<file path="config.mk">
export PLATFORM = sky130hd
export DESIGN_NAME = branch_unit_flat
export DESIGN_NICKNAME = d
export VERILOG_FILES = /design/src/rtl/branch_pkg.sv /design/src/rtl/branch_unit_if.sv /design/src/rtl/branch_bht.sv /design/src/rtl/branch_unit.sv /design/src/flat_wrapper.sv
export SDC_FILE = /design/constraint.sdc
export NUM_CORES = 1
export LEC_CHECK = 0
export CORE_MARGIN = 10
export CORE_UTILIZATION = 40
export DETAILED_ROUTE_END_ITERATION = 7
export PLACE_DENSITY = 0.69
export SETUP_SLACK_MARGIN = 0.15
export SYNTH_ARGS = -nofsm -noshare
export SYNTH_HDL_FRONTEND = slang
export SYNTH_SLANG_ARGS = --single-unit
</file>
<file path="constraint.sdc">
create_clock -name clk -period 4 [get_ports clk]
set_clock_uncertainty 0.1 [all_clocks]
set_input_delay 0.8 -clock clk [delete_from_list [all_inputs] [get_ports clk]]
set_output_delay 0.8 -clock clk [all_outputs]
set_load 0.01 [all_outputs]
</file>
<file path="src/rtl/branch_pkg.sv">
// Shared decode constants, branch kinds and the BHT counter update rule
// for the branch resolution unit.
package branch_pkg;

   localparam logic [6:0] OP_BRANCH = 7'b1100011;
   localparam logic [6:0] OP_JAL    = 7'b1101111;
   localparam logic [6:0] OP_JALR   = 7'b1100111;

   localparam logic [2:0] F3_BEQ  = 3'b000;
   localparam logic [2:0] F3_BNE  = 3'b001;
   localparam logic [2:0] F3_BLT  = 3'b100;
   localparam logic [2:0] F3_BGE  = 3'b101;
   localparam logic [2:0] F3_BLTU = 3'b110;
   localparam logic [2:0] F3_BGEU = 3'b111;

   typedef enum logic [1:0] {
      KIND_OTHER  = 2'b00,
      KIND_BRANCH = 2'b01,
      KIND_JAL    = 2'b10,
      KIND_JALR   = 2'b11
   } br_kind_e;

   // Two-bit saturating counter step: 11 is strongly taken, 00 strongly not-taken.
   function automatic logic [1:0] sat_update(input logic [1:0] cnt, input logic taken);
      logic [1:0] nxt;
      if (taken) begin
         if (cnt == 2'b11) nxt = cnt;
         else              nxt = cnt + 2'b01;
      end else begin
         if (cnt == 2'b00) nxt = cnt;
         else              nxt = cnt - 2'b01;
      end
      return nxt;
   endfunction

endpackage

</file>
<file path="src/rtl/branch_unit_if.sv">
// Resolution bundle between decode/register-read (master) and the branch
// unit (slave): instruction operands in, resolved control-flow result out.
interface branch_unit_if
   import branch_pkg::*;
#(
   parameter int XLEN = 32
);
   logic            in_valid;
   logic [6:0]      in_opcode;
   logic [2:0]      in_funct3;
   logic [XLEN-1:0] in_pc;
   logic [XLEN-1:0] in_imm;
   logic [XLEN-1:0] rs1_data;
   logic [XLEN-1:0] rs2_data;
   logic            in_pred_taken;
   logic [XLEN-1:0] in_pred_target;

   logic            out_valid;
   logic            br_en;
   logic            redirect;
   logic [XLEN-1:0] redirect_pc;
   logic [XLEN-1:0] link_data;
   logic            misalign;
   logic            illegal;

   modport master (
      output in_valid, in_opcode, in_funct3, in_pc, in_imm, rs1_data, rs2_data,
             in_pred_taken, in_pred_target,
      input  out_valid, br_en, redirect, redirect_pc, link_data, misalign, illegal
   );

   modport slave (
      input  in_valid, in_opcode, in_funct3, in_pc, in_imm, rs1_data, rs2_data,
             in_pred_taken, in_pred_target,
      output out_valid, br_en, redirect, redirect_pc, link_data, misalign, illegal
   );

endinterface

</file>
<file path="src/rtl/branch_bht.sv">
// Branch history table: array of 2-bit saturating counters with a
// combinational read port for fetch and a clocked training port.
module branch_bht
   import branch_pkg::*;
#(
   parameter int         IDX_W = 6,
   parameter logic [1:0] INIT  = 2'b01
) (
   input  logic             clk,
   input  logic             rst,
   input  logic             wr_en,
   input  logic [IDX_W-1:0] wr_idx,
   input  logic             wr_taken,
   input  logic [IDX_W-1:0] rd_idx,
   output logic             rd_taken
);

   localparam int DEPTH = 1 << IDX_W;

   logic [1:0] cnt_r [DEPTH];

   // Counter storage: reset loads every entry, training steps one entry per edge.
   always_ff @(posedge clk) begin
      if (rst) begin
         for (int i = 0; i < DEPTH; i++) begin
            cnt_r[i] <= INIT;
         end
      end else if (wr_en) begin
         cnt_r[wr_idx] <= sat_update(cnt_r[wr_idx], wr_taken);
      end else begin
         cnt_r[wr_idx] <= cnt_r[wr_idx];
      end
   end

   // A same-index write lands at the edge, so the read still shows the old counter.
   assign rd_taken = cnt_r[rd_idx][1];

endmodule

</file>
<file path="src/rtl/branch_unit.sv">
// Single-stage branch/jump resolution: compare, target, mispredict redirect,
// link value, and training of the branch history table.
module branch_unit
   import branch_pkg::*;
#(
   parameter int         XLEN      = 32,
   parameter int         BHT_IDX_W = 6,
   parameter logic [1:0] BHT_INIT  = 2'b01
) (
   input  logic            clk,
   input  logic            rst,
   input  logic            stall,
   input  logic [XLEN-1:0] lookup_pc,
   output logic            lookup_taken,
   branch_unit_if.slave    bus
);

   localparam logic [XLEN-1:0] PC_STEP = XLEN'(32'd4);

   br_kind_e        kind_s;
   logic            accept_s;
   logic            cond_s;
   logic            legal_f3_s;
   logic            taken_s;
   logic            illegal_s;
   logic            misalign_s;
   logic            redirect_s;
   logic [XLEN-1:0] pc_plus4_s;
   logic [XLEN-1:0] jalr_sum_s;
   logic [XLEN-1:0] target_s;
   logic [XLEN-1:0] next_pc_s;
   logic [XLEN-1:0] link_s;
   logic            bht_wr_en_s;
   logic            unused_lookup_s;

   logic            out_valid_r;
   logic            br_en_r;
   logic            redirect_r;
   logic [XLEN-1:0] redirect_pc_r;
   logic [XLEN-1:0] link_data_r;
   logic            misalign_r;
   logic            illegal_r;

   // Anything presented while a redirect is outstanding is wrong-path.
   assign accept_s = bus.in_valid & ~stall & ~redirect_r;

   // Opcode decode into the resolution kind.
   always_comb begin
      kind_s = KIND_OTHER;
      case (bus.in_opcode)
         OP_BRANCH: kind_s = KIND_BRANCH;
         OP_JAL:    kind_s = KIND_JAL;
         OP_JALR:   kind_s = KIND_JALR;
         default:   kind_s = KIND_OTHER;
      endcase
   end

   // Branch condition evaluation; the two unused funct3 codes are flagged illegal.
   always_comb begin
      cond_s     = 1'b0;
      legal_f3_s = 1'b1;
      case (bus.in_funct3)
         F3_BEQ:  cond_s = (bus.rs1_data == bus.rs2_data);
         F3_BNE:  cond_s = (bus.rs1_data != bus.rs2_data);
         F3_BLT:  cond_s = ($signed(bus.rs1_data) <  $signed(bus.rs2_data));
         F3_BGE:  cond_s = ($signed(bus.rs1_data) >= $signed(bus.rs2_data));
         F3_BLTU: cond_s = (bus.rs1_data <  bus.rs2_data);
         F3_BGEU: cond_s = (bus.rs1_data >= bus.rs2_data);
         default: begin
            cond_s     = 1'b0;
            legal_f3_s = 1'b0;
         end
      endcase
   end

   assign pc_plus4_s = bus.in_pc + PC_STEP;
   assign jalr_sum_s = bus.rs1_data + bus.in_imm;

   // Target, outcome and link value per instruction kind; all sums wrap at XLEN.
   always_comb begin
      target_s  = bus.in_pc + bus.in_imm;
      taken_s   = 1'b0;
      illegal_s = 1'b0;
      link_s    = {XLEN{1'b0}};
      case (kind_s)
         KIND_BRANCH: begin
            taken_s   = cond_s & legal_f3_s;
            illegal_s = ~legal_f3_s;
         end
         KIND_JAL: begin
            taken_s = 1'b1;
            link_s  = pc_plus4_s;
         end
         KIND_JALR: begin
            target_s = {jalr_sum_s[XLEN-1:1], 1'b0};
            taken_s  = 1'b1;
            link_s   = pc_plus4_s;
         end
         default: begin
            target_s = pc_plus4_s;
            taken_s  = 1'b0;
         end
      endcase
   end

   // A misaligned taken target goes to the trap path, so fetch is not redirected.
   always_comb begin
      next_pc_s  = taken_s ? target_s : pc_plus4_s;
      misalign_s = taken_s & target_s[1];
      if (misalign_s | illegal_s) begin
         redirect_s = 1'b0;
      end else begin
         redirect_s = (taken_s != bus.in_pred_taken) |
                      (taken_s & (target_s != bus.in_pred_target));
      end
   end

   // Result stage: reset wins, stall freezes, an empty slot emits a clean bubble.
   always_ff @(posedge clk) begin
      if (rst) begin
         out_valid_r   <= 1'b0;
         br_en_r       <= 1'b0;
         redirect_r    <= 1'b0;
         redirect_pc_r <= {XLEN{1'b0}};
         link_data_r   <= {XLEN{1'b0}};
         misalign_r    <= 1'b0;
         illegal_r     <= 1'b0;
      end else if (stall) begin
         out_valid_r   <= out_valid_r;
         br_en_r       <= br_en_r;
         redirect_r    <= redirect_r;
         redirect_pc_r <= redirect_pc_r;
         link_data_r   <= link_data_r;
         misalign_r    <= misalign_r;
         illegal_r     <= illegal_r;
      end else if (accept_s) begin
         out_valid_r   <= 1'b1;
         br_en_r       <= taken_s;
         redirect_r    <= redirect_s;
         redirect_pc_r <= next_pc_s;
         link_data_r   <= link_s;
         misalign_r    <= misalign_s;
         illegal_r     <= illegal_s;
      end else begin
         out_valid_r   <= 1'b0;
         br_en_r       <= 1'b0;
         redirect_r    <= 1'b0;
         redirect_pc_r <= {XLEN{1'b0}};
         link_data_r   <= {XLEN{1'b0}};
         misalign_r    <= 1'b0;
         illegal_r     <= 1'b0;
      end
   end

   assign bus.out_valid   = out_valid_r;
   assign bus.br_en       = br_en_r;
   assign bus.redirect    = redirect_r;
   assign bus.redirect_pc = redirect_pc_r;
   assign bus.link_data   = link_data_r;
   assign bus.misalign    = misalign_r;
   assign bus.illegal     = illegal_r;

   // Only accepted conditional branches with a legal compare train the table.
   assign bht_wr_en_s = accept_s & (kind_s == KIND_BRANCH) & legal_f3_s;

   branch_bht #(
      .IDX_W (BHT_IDX_W),
      .INIT  (BHT_INIT)
   ) u_bht (
      .clk      (clk),
      .rst      (rst),
      .wr_en    (bht_wr_en_s),
      .wr_idx   (bus.in_pc[BHT_IDX_W+1:2]),
      .wr_taken (taken_s),
      .rd_idx   (lookup_pc[BHT_IDX_W+1:2]),
      .rd_taken (lookup_taken)
   );

   assign unused_lookup_s = ^{lookup_pc[XLEN-1:BHT_IDX_W+2], lookup_pc[1:0]};

endmodule

</file>
<file path="src/flat_wrapper.sv">
// flat-port wrapper written by rule: the top's interface ports become plain ports
module branch_unit_flat import branch_pkg::*;
#(
   parameter int         XLEN      = 32,
   parameter int         BHT_IDX_W = 6,
   parameter logic [1:0] BHT_INIT  = 2'b01
)
  (clk, rst, stall, lookup_pc, lookup_taken, bus_in_valid, bus_in_opcode, bus_in_funct3, bus_in_pc, bus_in_imm, bus_rs1_data, bus_rs2_data, bus_in_pred_taken, bus_in_pred_target, bus_out_valid, bus_br_en, bus_redirect, bus_redirect_pc, bus_link_data, bus_misalign, bus_illegal);
  branch_unit_if #(.XLEN(XLEN)) bus_i ();
  input  logic clk;
  input  logic rst;
  input  logic stall;
  input  logic [XLEN-1:0] lookup_pc;
  output logic lookup_taken;
  input wire logic [$bits(bus_i.in_valid)-1:0] bus_in_valid;
  input wire logic [$bits(bus_i.in_opcode)-1:0] bus_in_opcode;
  input wire logic [$bits(bus_i.in_funct3)-1:0] bus_in_funct3;
  input wire logic [$bits(bus_i.in_pc)-1:0] bus_in_pc;
  input wire logic [$bits(bus_i.in_imm)-1:0] bus_in_imm;
  input wire logic [$bits(bus_i.rs1_data)-1:0] bus_rs1_data;
  input wire logic [$bits(bus_i.rs2_data)-1:0] bus_rs2_data;
  input wire logic [$bits(bus_i.in_pred_taken)-1:0] bus_in_pred_taken;
  input wire logic [$bits(bus_i.in_pred_target)-1:0] bus_in_pred_target;
  output wire logic [$bits(bus_i.out_valid)-1:0] bus_out_valid;
  output wire logic [$bits(bus_i.br_en)-1:0] bus_br_en;
  output wire logic [$bits(bus_i.redirect)-1:0] bus_redirect;
  output wire logic [$bits(bus_i.redirect_pc)-1:0] bus_redirect_pc;
  output wire logic [$bits(bus_i.link_data)-1:0] bus_link_data;
  output wire logic [$bits(bus_i.misalign)-1:0] bus_misalign;
  output wire logic [$bits(bus_i.illegal)-1:0] bus_illegal;
  assign bus_i.in_valid = bus_in_valid;
  assign bus_i.in_opcode = bus_in_opcode;
  assign bus_i.in_funct3 = bus_in_funct3;
  assign bus_i.in_pc = bus_in_pc;
  assign bus_i.in_imm = bus_in_imm;
  assign bus_i.rs1_data = bus_rs1_data;
  assign bus_i.rs2_data = bus_rs2_data;
  assign bus_i.in_pred_taken = bus_in_pred_taken;
  assign bus_i.in_pred_target = bus_in_pred_target;
  assign bus_out_valid = bus_i.out_valid;
  assign bus_br_en = bus_i.br_en;
  assign bus_redirect = bus_i.redirect;
  assign bus_redirect_pc = bus_i.redirect_pc;
  assign bus_link_data = bus_i.link_data;
  assign bus_misalign = bus_i.misalign;
  assign bus_illegal = bus_i.illegal;
  branch_unit #(.XLEN(XLEN), .BHT_IDX_W(BHT_IDX_W), .BHT_INIT(BHT_INIT)) u_core (.clk(clk), .rst(rst), .stall(stall), .lookup_pc(lookup_pc), .lookup_taken(lookup_taken), .bus(bus_i));
endmodule
</file>
* Word level (Yosys, flattened, before mapping)
Memory sizes are Yosys's and may differ from the RTL's.
Cells that the tools add are included.
** Word-level totals
- Bits in registers :: 69
- Memory bits (writable) :: 128
- Input port bits :: 207
- Output and inout bits :: 70
- Word-level logic and storage cells :: 85
- Memories kept :: 1
** Cells by class
- Add/subtract/negate cells :: 5
- Order comparisons :: 4
- Equal/unequal tests :: 16
- Muxes and demuxes :: 33
- Bitwise gates (word level) :: 13
- Reduce and logical (&&, ||, !) cells :: 6
** Memory list
- u_core.u_bht.cnt_r :: words 64, bits a word 2, read ports 2, clocked after memory_dff 0, wr ports 64, line branch_bht.sv:20 : logic [1:0] cnt_r [DEPTH];
** Operators by type and width (number)
- $mux W32 :: 4
- $add A32 B32 Y32 :: 2
- $ge A32 B32 Y1 :: 2
- $lt A32 B32 Y1 :: 2
- $ne A32 B32 Y1 :: 2
- $pmux W32 S2 :: 1
- $add A32 B3 Y32 const B :: 1
- $eq A32 B32 Y1 :: 1
- $eq A7 B7 Y1 const B :: 3
- $mux W1 :: 17
- $mux W2 :: 7
- $eq A3 B3 Y1 const B :: 4
- $and A1 B1 Y1 :: 7
- $eq A2 B2 Y1 const B :: 3
- $mux W6 :: 1
- $pmux W1 S6 :: 1
- $pmux W2 S3 :: 1
- $reduce_or A2 Y1 :: 3
- $reduce_or A6 Y1 :: 1
- $eq A3 B1 Y1 const B :: 1
- $logic_not A3 Y1 :: 1
- $not A1 Y1 :: 3
- $or A1 B1 Y1 :: 3
- $add A2 B1 Y2 const B :: 1
- 5 further kinds :: 5

* Logic depth before layout (Yosys ltp)
- Depth after elaboration :: 11
- Gate-level depth with buffers :: 20
- Mapped depth without buffers :: 18

* Hierarchy
A second synthesis with hierarchy kept.
** Unflattened totals
- Cells, all modules :: 1902
- Area total of the unflattened synthesis :: 16525.8 µm²
** By module, submodules not included
- branch_unit :: instances 1, cells an instance 1319, area each 9225.1 µm², sequential area each 1381.3 µm²
- branch_bht :: instances 1, cells an instance 583, area each 7300.8 µm², sequential area each 3843.7 µm²

* Worst setup path after synthesis
No wires, ideal clock.
- Path type :: input to register
- From :: input port bus_rs1_data[1]
- To :: register u_core.redirect_r, in the netlist u_core.bus.redirect
- Library setup time :: 120 ps
- Data arrival time :: 4134 ps
- Required time :: 3780 ps
- Setup slack :: -353 ps
- Cell stages on the path :: 14
- Buffers on the path :: 0
- Path through :: inv_1 -> fa_1 -> nor2b_1 -> o2111ai_2 -> a21o_1 -> and2_1 -> o311a_1 -> o21ai_0 -> xor2_1 -> a221oi_1 -> mux2i_1 -> nand4_1 -> or4_1 -> o31a_1
** Between the ends
- Cells in the longest elaborated chain, start to end :: 8
- Elaborated cells on any way between the ends :: 19
- Those cells by class :: add/sub (1); order compare (4); eq/ne (4); mux (5); bitwise (5)
** RTL lines
- from (decl) :: line flat_wrapper.sv:20 : input wire logic [$bits(bus_i.rs1_data)-1:0] bus_rs1_data;
- parallel branches: the longest is 6 deep, another holds $add A32 B32 Y32
- $mux W1 (*) :: line branch_unit.sv:110 : if (misalign_s | illegal_s) begin
- $mux W1 (*) :: line branch_unit.sv:136 : end else if (accept_s) begin
- to (signal assigned) :: line branch_unit.sv:131 : redirect_r <= redirect_r;
- to (signal assigned) :: line branch_unit.sv:139 : redirect_r <= redirect_s;
- to (decl) :: line branch_unit.sv:38 : logic redirect_r;
Every way passes the cells marked *.
A chain may end at the register's enable or synchronous reset.

* Final worst setup path
- From :: input port bus_in_pc[2]
- To :: register u_core.redirect_r, in the netlist u_core.bus.redirect
** Between the ends
- Cells in the longest elaborated chain, start to end :: 7
- Elaborated cells on any way between the ends :: 8
- Those cells by class :: add/sub (2); eq/ne (1); mux (3); bitwise (2)
** RTL lines
- from (decl) :: line flat_wrapper.sv:18 : input wire logic [$bits(bus_i.in_pc)-1:0] bus_in_pc;
- $add A32 B3 Y32 / $add A32 B32 Y32 (equally long branches) :: line branch_unit.sv:76, branch_unit.sv:81
- $pmux W32 S2 (*) :: line branch_unit.sv:85 : case (kind_s)
- $ne A32 B32 Y1 (*) :: line branch_unit.sv:114 : (taken_s & (target_s != bus.in_pred_target));
- $and A1 B1 Y1 (*) :: line branch_unit.sv:114
- $or A1 B1 Y1 (*) :: line branch_unit.sv:113 : redirect_s = (taken_s != bus.in_pred_taken) |
- $mux W1 (*) :: line branch_unit.sv:110
- $mux W1 (*) :: line branch_unit.sv:136
Mark *: on every way between the ends. The rest lies on a longest branch, timed or not.

==> impl_metrics.py <==
metrics = {
    "sta": {
        "finalCriticalPeriod_ns": 4.357,
        "clock.fmax_mhz": 229.5,
        "relSlewSlack_pct": 46.01,
        "final-max-slew-violation-count": 0,
        "hold_viol": 0,
        "fin_crit_sh_pct": 108.9,
        "rsz0062_at_grt": "true",
        "setup_viol": 117,
        "tightest_slew_ns": 0.8098,
        "setup_ws_ns": -0.3573,
    },
    "synthesis": {
        "synth-warning-count": 0,
        "syn_avg_cell_area_um2": 8.368,
        "synth-async-reset-ratio_pct": 0,
        "synth-edff-count": 128,
        "synth_ff_type": "edfxtp_1",
        "synth_nets": 2215,
        "synth-seq-cells": 197,
        "synthCells": 1909,
        "synth.yosys.seq_area_share_pct": 32.71,
        "syn_area_um2": 15970,
        "ys_types": 88,
    },
    "routing": {
        "dr.pass1.iters": 6,
        "dr.first_iter.drc_count": 2383,
        "wl_per_cell_um": 25.42,
        "routed-via-count": 19705,
        "drtAntennaViolNets": 0,
        "drc_errors": 0,
        "vias_per_cell": 6.135,
        "totalWireLength_um": 81660,
    },
    "clock_tree": {
        "cts_sinks": 197,
        "cts_tree": "done",
        "path_clk_slew_ns": 0.08,
        "clockBufferDepth": 2,
        "cts_inserted_buffers": 17,
        "cts_max_level": 4,
        "root_buffer": "clkbuf_16",
        "ctsHoldBuffers": 0,
        "clk-insertion-delay-late_ns": 0.46,
    },
    "die": {
        "rows": 73,
        "coreArea_um2": 39640,
        "dieArea_um2": 48330,
        "die_w_um": 219.8,
        "boundaryPins": 277,
        "die_h_um": 219.8,
        "start_util_pct": 40.30,
    },
    "pwr": {
        "switching_share_pct": 33.99,
        "p_leak_nw": 11.01,
        "p_seq_share_pct": 34.1,
        "p_switching_mw": 2.280,
        "comb_power_share_pct": 39.6,
        "power.density_nw_per_um2": 245.4,
        "ir_worst_vdd_v": 0.0003107,
        "internal_power_mw": 4.428,
        "clock_power_share_pct": 26.3,
    },
    "worst_setup_path": {
        "r2r_slack_ns": 0.63,
        "critical-path-top-delay-family": "compound AO/OA/AOI/OAI gates",
        "slowest_stage": "or4_1",
        "crit_type": "input pin to flip-flop",
        "r2r_cells": 13,
        "cp_num_buf_inv": 4,
        "worst_path_largest_cell_delay_ns": 0.41,
        "reg2reg_from": "u_core.u_bht.cnt_r[26][0]",
        "cp_data_arrival_time_ns": 4.61,
        "path_cells": "clkdlybuf4s15_2 > ha_4 > nor2b_4 > buf_6 > buf_6 > o221a_1 > o41ai_2 > mux2i_2 > buf_4 > nor4b_2 > a221o_1 > a2111oi_4 > o211ai_1 > nor4_2 > o211ai_1 > or4_1 > o31a_1",
        "cp.required_ns": 4.25,
        "worst-path-stages": 17,
        "critPathLaunchType": "input pin",
        "worstSetupEndpointType": "flip-flop",
        "r2r-end": "u_core.u_bht.cnt_r[13][0]",
        "cp_max_fo": 3,
    },
    "place": {
        "pre_cts_slack_ns": -1.216,
        "dp_cells": 3080,
        "io_buffers": 250,
        "gp_congestion": 1.011,
        "hpwlAfterDp_um": 58570,
    },
    "outcome": {
        "status": "complete, but fails checks",
        "violations": "setup timing",
    },
    "final_layout": {
        "drive_gt1_share_pct": 42.93,
        "syn_to_final_growth_pct": 71.11,
        "nets": 2979,
        "stdcell_count": 3212,
        "final_core_util_pct": 68.95,
        "n_fill_cell": 2927,
    },
    "min_path": {
        "hold_path_depth": 2,
        "hold_class": "flip-flop to flip-flop",
        "hp-start": "u_core.bus.redirect_pc[31]",
        "hold_path_end": "u_core.bus.redirect_pc[31]",
    },
    "global_route": {
        "grt_pass1_wl_um": 113900,
        "antenna_found_initial": 2,
        "grt_start_max_net_pins": 71,
        "gr-usage-all-layers_pct": 30.51,
        "grt_overflow_total": 0,
        "grt_pass1_vias": 19176,
    },
    "job": {
        "cap_viol_max_count": 0,
    },
}
kinds of logic after synthesis:
group | Yosys count | share of synthesized area [%]
AO/OA/AOI/OAI | 536 | 22.75
XOR/XNOR | 96 | 5.530
adder cells (fa/ha/maj) | 99 | 7.848
buffers and inverters | 208 | 5.091
flip-flops | 197 | 32.71
multiplexers | 42 | 4.316
AND/OR/NAND/NOR | 731 | 21.75
routing by layer:
metal / GRT usage (%) / wire length, um / part of all wire, % / vias up
met5: 0 / 13 / 0.016 / -
met4: 10.80 / 3724 / 4.6 / 2
met3: 5.101 / 7681 / 9.4 / 271
met2: 49.57 / 38010 / 47 / 1328
met1: 40.17 / 32230 / 39 / 9421
li1: - / - / - / 8683
registers in the layout, summed over array words and instances, names as in the netlist:
register	count
u_core.u_bht.cnt_r	128
u_core.bus.link_data	32
u_core.bus.redirect_pc	32
u_core.bus.br_en	1
u_core.bus.illegal	1
u_core.bus.misalign	1
u_core.bus.out_valid	1
u_core.bus.redirect	1
worst reg2reg max path, stage by stage, from the launching register on:
cell and delay, ns:
edfxtp_1 0.40, a22o_1 0.23, a221oi_1 0.27, a31oi_1 0.20, nor4_2 0.44, buf_4 0.19, nand3_1 0.09, buf_4 0.20
a221oi_4 0.36, buf_4 0.18, buf_6 0.10, buf_16 0.12, buf_8 0.12, nand3_2 0.12
Yosys cell counts (62+ instances only):
cell	n	area share (%)
nand3_1	80	2.5
inv_1	69	1.6
xnor2_1	62	3.4
dfxtp_1	69	8.6
a21oi_1	126	3.9
nand2_1	223	5.2
o21ai_0	98	3.1
nor2_1	186	4.4
clkbuf_1	124	2.9
a22oi_1	93	4.4
edfxtp_1	128	24
ha_1	97	7.6
worst max-delay path by stage:
stage	start	end
floorplan	bus_in_imm[0]	u_core.bus.redirect
global placement	bus_in_imm[0]	u_core.bus.redirect
detailed placement	bus_in_imm[1]	u_core.bus.redirect
CTS	bus_in_pc[6]	u_core.bus.redirect
global route	bus_in_pc[2]	u_core.bus.redirect
finish	bus_in_pc[2]	u_core.bus.redirect
area by class of cell:
cell class | count | area [um^2] | area share [%]
antenna | 1 | 2.502 | 0.009155
clock buffer | 18 | 429.2 | 1.570
clock inverter | 14 | 156.4 | 0.5722
inverter | 69 | 281.5 | 1.030
multi-input combinational | 1504 | 12510 | 45.76
sequential | 197 | 5225 | 19.12
tap | 525 | 656.9 | 2.403
timing repair buffer | 884 | 8075 | 29.54
repair_timing:
action | in CTS | in global routing
resized for setup | 451 | 391
buffers inserted | 53 | 24
cloned | 12 | 10
setup endpoints to repair | 164 | 161
endpoints found under the hold margin | 0 | 0
pin swaps | 121 | 154
per-stage QoR:
step,area (um^2),hold WS (ns),power [mW],setup TNS [ns]
floorplan,16200,0.3856,3.267,-0.07561
finish,27330,0.3674,6.707,-7.976
CTS,25500,0.3667,6.385,-0.3321
global placement,22940,0.3526,4.356,-118.47
detailed placement,22940,0.3579,4.388,-122.48
global route,27330,0.3997,6.911,-8.167
cells in the final DEF (no fill, tap or decap), types with 20 or more instances in the layout:
| cell type | count |
|---|---|
| ha_4 | 53 |
| a21o_1 | 25 |
| a21oi_2 | 23 |
| nor2_1 | 145 |
| xnor2_1 | 55 |
| a21oi_1 | 103 |
| inv_1 | 36 |
| nor2_4 | 34 |
| clkbuf_16 | 26 |
| a22oi_1 | 86 |
| a31oi_1 | 21 |
| mux4_2 | 21 |
| ha_1 | 39 |
| clkdlybuf4s50_1 | 149 |
| nand3_2 | 38 |
| nand2_2 | 30 |
| nand4_1 | 52 |
| nand2_1 | 182 |
| o21ai_0 | 82 |
| o211ai_1 | 20 |
| clkbuf_2 | 20 |
| nor3_4 | 23 |
| buf_12 | 22 |
| nor3_1 | 20 |
| dfxtp_1 | 69 |
| nand3_1 | 38 |
| inv_2 | 24 |
| buf_4 | 537 |
| xor2_1 | 31 |
| buf_6 | 67 |
| edfxtp_1 | 128 |
power groups by stage:
| stage | clock, mW | sequential (mW) | combinational, mW |
|---|---|---|---|
| 2_1_floorplan | 0 | 2.31 | 0.957 |
| 3_3_place_gp | 0 | 2.32 | 2.04 |
| 3_5_place_dp | 0 | 2.32 | 2.07 |
| 4_1_cts | 1.75 | 2.28 | 2.35 |
| 5_1_grt | 1.84 | 2.29 | 2.78 |
| 6_report | 1.76 | 2.28 | 2.66 |
Power figures use the tool's default switching activity.
